## src/rtl/scc_mem_port.sv

```systemverilog
// Initiator-side data-memory port: turns load/store requests into one-cycle read/write
// strobes on a word-wide big-endian memory, using read-modify-write for sub-word stores.
module scc_mem_port #(
  parameter int unsigned MEM_BYTES = 65536
) (
  input  logic        mem_Clk,
  input  logic        mem_Rst_n,
  input  logic        req_valid,
  output logic        req_ready,
  input  logic        req_write,
  input  logic [1:0]  req_size,
  input  logic        req_signed,
  input  logic [31:0] req_addr,
  input  logic [31:0] req_wdata,
  output logic        resp_valid,
  output logic        resp_err,
  output logic [31:0] resp_rdata,
  input  logic        halt_req,
  output logic        halt_f,
  output logic [31:0] data_memory_a,
  output logic        data_memory_read,
  output logic        data_memory_write,
  output logic [31:0] data_memory_out_v,
  input  logic [31:0] data_memory_in_v,
  output logic [2:0]  dbg_state
);

  // Handshake: a request transfers on a posedge where req_valid and req_ready are both high;
  // exactly one resp_valid pulse follows, and req_ready stays low until then.
  typedef enum logic [2:0] {IDLE, READ, CAPTURE, WRITE, WDONE, RESP, HALTED} state_e;

  state_e      state_q, state_d;
  logic        wr_q, wr_d;
  logic [1:0]  size_q, size_d;
  logic        sgn_q, sgn_d;
  logic [1:0]  lane_q, lane_d;
  logic [15:0] wdata_q, wdata_d;
  logic [31:0] a_q, a_d;
  logic [31:0] out_v_q, out_v_d;
  logic [31:0] resp_rdata_q, resp_rdata_d;
  logic        resp_err_q, resp_err_d;
  logic        resp_valid_q, resp_valid_d;
  logic        rd_strobe_q, rd_strobe_d;
  logic        wr_strobe_q, wr_strobe_d;
  logic        halt_f_q, halt_f_d;
  logic        req_ready_q, req_ready_d;

  logic        req_err;
  logic [4:0]  sh_b, sh_h;
  logic [31:0] shifted, load_val, merged;

  always_comb begin
    req_err = (req_size == 2'd3)
           || (req_size == 2'd1 && req_addr[0])
           || (req_size == 2'd2 && req_addr[1:0] != 2'b00)
           || (({req_addr[31:2], 2'b00} + 32'd3) >= MEM_BYTES);
  end

  // Big-endian lanes: byte k sits at bits [31-8k -: 8], halfword 0 is the upper half.
  always_comb begin
    sh_b    = {~lane_q, 3'b000};
    sh_h    = {~lane_q[1], 4'b0000};
    shifted = data_memory_in_v >> ((size_q == 2'd0) ? sh_b : sh_h);
    case (size_q)
      2'd0:    load_val = {{24{sgn_q & shifted[7]}}, shifted[7:0]};
      2'd1:    load_val = {{16{sgn_q & shifted[15]}}, shifted[15:0]};
      default: load_val = data_memory_in_v;
    endcase
    if (size_q == 2'd0)
      merged = (data_memory_in_v & ~(32'h0000_00FF << sh_b)) | ({24'b0, wdata_q[7:0]} << sh_b);
    else
      merged = (data_memory_in_v & ~(32'h0000_FFFF << sh_h)) | ({16'b0, wdata_q} << sh_h);
  end

  always_comb begin
    state_d      = state_q;
    wr_d         = wr_q;
    size_d       = size_q;
    sgn_d        = sgn_q;
    lane_d       = lane_q;
    wdata_d      = wdata_q;
    a_d          = a_q;
    out_v_d      = out_v_q;
    resp_rdata_d = 32'b0;
    resp_err_d   = 1'b0;
    case (state_q)
      IDLE: begin
        if (halt_req) begin
          state_d = HALTED;
        end else if (req_valid && req_ready_q) begin
          wr_d    = req_write;
          size_d  = req_size;
          sgn_d   = req_signed;
          lane_d  = req_addr[1:0];
          wdata_d = req_wdata[15:0];
          a_d     = {req_addr[31:2], 2'b00};
          if (req_err) begin
            state_d    = RESP;
            resp_err_d = 1'b1;
          end else if (req_write && req_size == 2'd2) begin
            state_d = WRITE;
            out_v_d = req_wdata;
          end else begin
            state_d = READ;
          end
        end
      end
      READ:    state_d = CAPTURE;
      CAPTURE: begin
        if (wr_q) begin
          out_v_d = merged;
          state_d = WRITE;
        end else begin
          resp_rdata_d = load_val;
          state_d      = RESP;
        end
      end
      WRITE:   state_d = WDONE;
      WDONE:   state_d = RESP;
      RESP:    state_d = halt_req ? HALTED : IDLE;
      HALTED:  state_d = HALTED;
      default: state_d = IDLE;
    endcase
    rd_strobe_d  = (state_d == READ);
    wr_strobe_d  = (state_d == WRITE);
    resp_valid_d = (state_d == RESP);
    halt_f_d     = (state_d == HALTED);
    req_ready_d  = (state_d == IDLE) && !halt_req;
  end

  always_ff @(posedge mem_Clk or negedge mem_Rst_n) begin
    if (!mem_Rst_n) begin
      state_q      <= IDLE;
      wr_q         <= 1'b0;
      size_q       <= 2'b0;
      sgn_q        <= 1'b0;
      lane_q       <= 2'b0;
      wdata_q      <= 16'b0;
      a_q          <= 32'b0;
      out_v_q      <= 32'b0;
      resp_rdata_q <= 32'b0;
      resp_err_q   <= 1'b0;
      resp_valid_q <= 1'b0;
      rd_strobe_q  <= 1'b0;
      wr_strobe_q  <= 1'b0;
      halt_f_q     <= 1'b0;
      req_ready_q  <= 1'b1;
    end else begin
      state_q      <= state_d;
      wr_q         <= wr_d;
      size_q       <= size_d;
      sgn_q        <= sgn_d;
      lane_q       <= lane_d;
      wdata_q      <= wdata_d;
      a_q          <= a_d;
      out_v_q      <= out_v_d;
      resp_rdata_q <= resp_rdata_d;
      resp_err_q   <= resp_err_d;
      resp_valid_q <= resp_valid_d;
      rd_strobe_q  <= rd_strobe_d;
      wr_strobe_q  <= wr_strobe_d;
      halt_f_q     <= halt_f_d;
      req_ready_q  <= req_ready_d;
    end
  end

  assign req_ready         = req_ready_q;
  assign resp_valid        = resp_valid_q;
  assign resp_err          = resp_err_q;
  assign resp_rdata        = resp_rdata_q;
  assign halt_f            = halt_f_q;
  assign data_memory_a     = a_q;
  assign data_memory_read  = rd_strobe_q;
  assign data_memory_write = wr_strobe_q;
  assign data_memory_out_v = out_v_q;
  assign dbg_state         = state_q;

endmodule

```

## config.mk

```make
export PLATFORM = sky130hd
export DESIGN_NAME = scc_mem_port
export DESIGN_NICKNAME = d
export VERILOG_FILES = /design/src/rtl/scc_mem_port.sv
export SDC_FILE = /design/constraint.sdc
export NUM_CORES = 1
export LEC_CHECK = 0
export CORE_ASPECT_RATIO = 1.75
export CORE_MARGIN = 1.5
export CORE_UTILIZATION = 30
export CTS_BUF_LIST = sky130_fd_sc_hd__clkbuf_8
export CTS_CLUSTER_SIZE = 40
export DETAILED_ROUTE_END_ITERATION = 16
export HOLD_SLACK_MARGIN = 0.03
export SLEW_MARGIN = 40
export SYNTH_ARGS = -nofsm -noshare
export SYNTH_HDL_FRONTEND = slang
export SYNTH_SLANG_ARGS = --single-unit
```

## constraint.sdc

```tcl
create_clock -name mem_Clk -period 2.5 [get_ports mem_Clk]
set_clock_uncertainty 0.2 [all_clocks]
set_input_delay 0.5 -clock mem_Clk [delete_from_list [all_inputs] [get_ports mem_Clk]]
set_output_delay 0.5 -clock mem_Clk [all_outputs]
set_load 0.02 [all_outputs]
```

==> summary.md <==
| Metric | Value |
|---|---|
| CP required | `roughly 1.8 ns` |
| Die W | `110 um` |
| Via density | `5.00` |
| Total grt overflow | `0` |
| Crit path largest cell delay | `approximately 0.65 ns` |
| # placed instances | `between 900 and 1k` |
| Endpoints failing hold | `0` |
| Fraction of registers with async set/reset | `100%` |
| Final weighted congestion in routability-driven placement | `0.859` |
| Actual slew at the worst max-slew pin | `0.659 ns` |
| Setup TNS | `0 ns` |
| Die H | `191 um` |
| DRC | `0` |
| Clock network fraction of total power | `16.8%` |
| Reg-to-reg slack, setup | `~0.26 ns` |
| CP Class | `register to output port` |
| Slowest CP cell | `clkdlybuf4s50_1` |
| Status | `finished, final reports clean` |
| Comb pwr share | `roughly 50%` |
| Synth top area share | `~50%` |
| Worst-path maximum fanout | `4` |
| Buf/Inv on CP | `1` |
| R2R Path End | `data_memory_out_v[31]$_DFFE_PN0P_` |
| Core Box Area | `a little under 20000 sq um` |
| Finished Layout Cells | `just over 1k` |
| Dominant cell by count in the synthesized netlist | `dfrtp_1` |
| Most common library cells after synthesis | `124 x dfrtp_1, 62 x mux2_2, 51 x nor2_1` |
| Total global-route track usage | `19.4%` |
| Max-slew violations | `0` |
| CTS Sinks | `~130` |
| Total of max-cap violations | `0` |
| H-tree Lvls | `4` |
| Cell area after placement | `8640 sq um` |
| Clock transition at the registers of the reported paths | `~0.080 ns` |
| Switch share | `just under 40%` |
| Mean Syn Cell Area | `~11 sq um` |
| Flops & latches, synth | `roughly 130` |
| Final wirelength | `19800 um` |
| Internal | `around 6 mW` |
| Largest net degree at the start of global routing | `between 50 and 60` |
| Clk_lat worst skew | `roughly 0.44 ns` |
| Post-synth EDFFs | `0` |
| Area leader, netlist | `dfrtp_1` |
| Port Buffers | `206` |
| Power Density | `~1100 nW/um^2` |
| Final net count | `866` |
| Top_reg_cell synth | `dfrtp_1` |
| Layout cell share with drive strength beyond 1 | `approximately 22%` |
| P&R area growth vs syn | `49.0%` |
| Tcrit/Tclk final | `94.7%` |
| Hold_ws | `approximately 0.31 ns` |
| Worst setup SP type | `register` |
| Crit-path cells | `clkdlybuf4s50_1` |
| Final worst path period need | `~2.4 ns` |
| Final Util | `a little under half` |
| Delay-heaviest family, CP | `buffers and inverters` |
| N_diodes | `0` |
| CTS root buffer | `clkbuf_8` |
| Design area | `roughly 9000 sq um` |
| Pre-Repair DR Iteration Count | `5` |
| Hold Crit Class | `register to register` |
| Synth cell types | `48` |
| Mapped cell area | `a little over 6000 sq um` |
| Final setup violation count | `0` |
| TritonCTS buffer count | `17` |
| Yosys warns | `0` |
| Hold Startpoint | `data_memory_a[17]$_DFFE_PN0P_` |
| Antenna Violating Nets Remaining | `0` |
| Slew HR | `a little under three fifths` |
| Vias in the first global route | `5339` |
| Initial core utilization | `about 31%` |
| Bufs on Longest Clock Path | `2` |
| Arr. time, crit path | `~1.7 ns` |
| Cell depth of the worst flop-to-flop path | `6` |
| VDD IR-drop max | `about 570 uV` |
| FP Rows | `68` |
| CP Capture Type | `output port` |
| Reg2Reg Launch Point | `size_q[0]$_DFFE_PN0P_` |
| Die area | `~21000 sq um` |
| First-pass GRT wire length | `roughly 30000 um` |
| Area contributors post-synth | `dfrtp_1 51%, mux2_2 12%, nor2_1 3.2%` |
| I/O pin count | `209` |
| Leak | `4.01 nW` |
| Overall power | `9.78 mW` |
| Via count | `5095` |
| Avg WL per Cell | `approximately 19 um` |
| Initial drt markers | `between 100 and 150` |
| Hold Path Depth | `1` |
| Hpwl dp | `around 16000 um` |
| Net Sw Power | `3.81 mW` |
| Sequential area share after synthesis | `around half` |
| CTS tree | `yes` |
| Worst slack at placement | `-0.250 ns` |
| Hold Path End | `data_memory_a[17]$_DFFE_PN0P_` |
| Peak Freq | `0.422 GHz` |
| Seq pwr share | `roughly a third` |
| RSZ-0062 raised after global routing | `no` |
| Cells after Synth | `between 500 and 600` |
| Initial antenna violation count | `0` |
| Post-route setup slack | `~0.13 ns` |
-- what timing repair did --
item                                    CTS  global route
hold endpoints to repair                 49             0
hold buffers                              1             0
resized for setup                         1             2
buffers inserted                          0             0
endpoints found under the setup margin    1             2
-- how the worst max path moves through the flow --
stage | from | end | slack, ns | cells after the start
2_1_floorplan | dbg_state[0]$_DFF_PN0_ | data_memory_out_v[14]$_DFFE_PN0P_ | 0.29 | 7
3_3_place_gp | req_addr[18] | data_memory_out_v[29]$_DFFE_PN0P_ | -0.20 | 8
3_5_place_dp | req_addr[18] | data_memory_out_v[29]$_DFFE_PN0P_ | -0.25 | 8
4_1_cts | dbg_state[2]$_DFF_PN0_ | dbg_state[2] | 0.03 | 2
5_1_grt | req_ready$_DFF_PN1_ | req_ready | 0.07 | 1
6_report | req_ready$_DFF_PN1_ | req_ready | 0.13 | 1
-- power by group through the flow --
stage,sequential [mW],combinational (mW),clock [mW]
6_report,3.12,5.03,1.64
5_1_grt,3.19,5.39,1.78
4_1_cts,3.12,5.08,1.69
3_5_place_dp,3.15,5.06,0
3_3_place_gp,3.14,4.99,0
2_1_floorplan,3.62,2.40,0
-- kinds of logic after synthesis --
family	share of synthesized area (%)
AO/OA/AOI/OAI	12.4
XOR/XNOR	0.145
buffers and inverters	4.16
flip-flops	51.7
multiplexers	22.3
other	0.0620
AND/OR/NAND/NOR	9.23
-- registers in the layout, indices dropped and copies added, names as in the netlist --
| name | cells |
|---|---|
| dbg_state | 3 |
| sgn_q | 1 |
| data_memory_a | 30 |
| data_memory_read | 1 |
| resp_valid | 1 |
| resp_rdata | 32 |
| req_ready | 1 |
| data_memory_out_v | 32 |
| wdata_q | 16 |
| resp_err | 1 |
| lane_q | 2 |
| data_memory_write | 1 |
| halt_f | 1 |
| size_q | 2 |
| wr_q | 1 |
-- per-layer routing --
metal  vias to the layer above  GRT usage [%]  wire length (um)
met5                         -              0                 0
met1                      2507           19.2              6620
met2                       195           36.4             11200
met3                        40           4.58              1190
li1                       2353              -                 -
met4                         0           9.71               746
-- layout make-up --
class | count | area [sq um]
clock buffer | 19 | 262
sequential | 125 | 3130
inverter | 14 | 52.6
tap | 245 | 307
fill | 1898 | 10700
timing repair buffer | 252 | 2470
clock inverter | 11 | 97.6
multi-input combinational | 352 | 2690
-- cell usage in the layout (no fill, tap or decap), drive strengths merged, types with 2 or more instances in the layout --
master	count
mux2	83
dfrtp	124
nand4	2
clkinv	3
a31oi	2
buf	46
clkbuf	19
nor3	5
nor4	5
o21ai	36
clkinvlp	6
mux2i	19
mux4	8
nand2	40
inv	15
a21oi	29
o21bai	3
nand3	8
clkdlybuf4s50	204
o22ai	17
a211oi	8
conb	2
a22o	8
nor2b	4
a221oi	8
nor3b	2
nor2	53
Note: power is estimated with default switching activity, not from simulation.
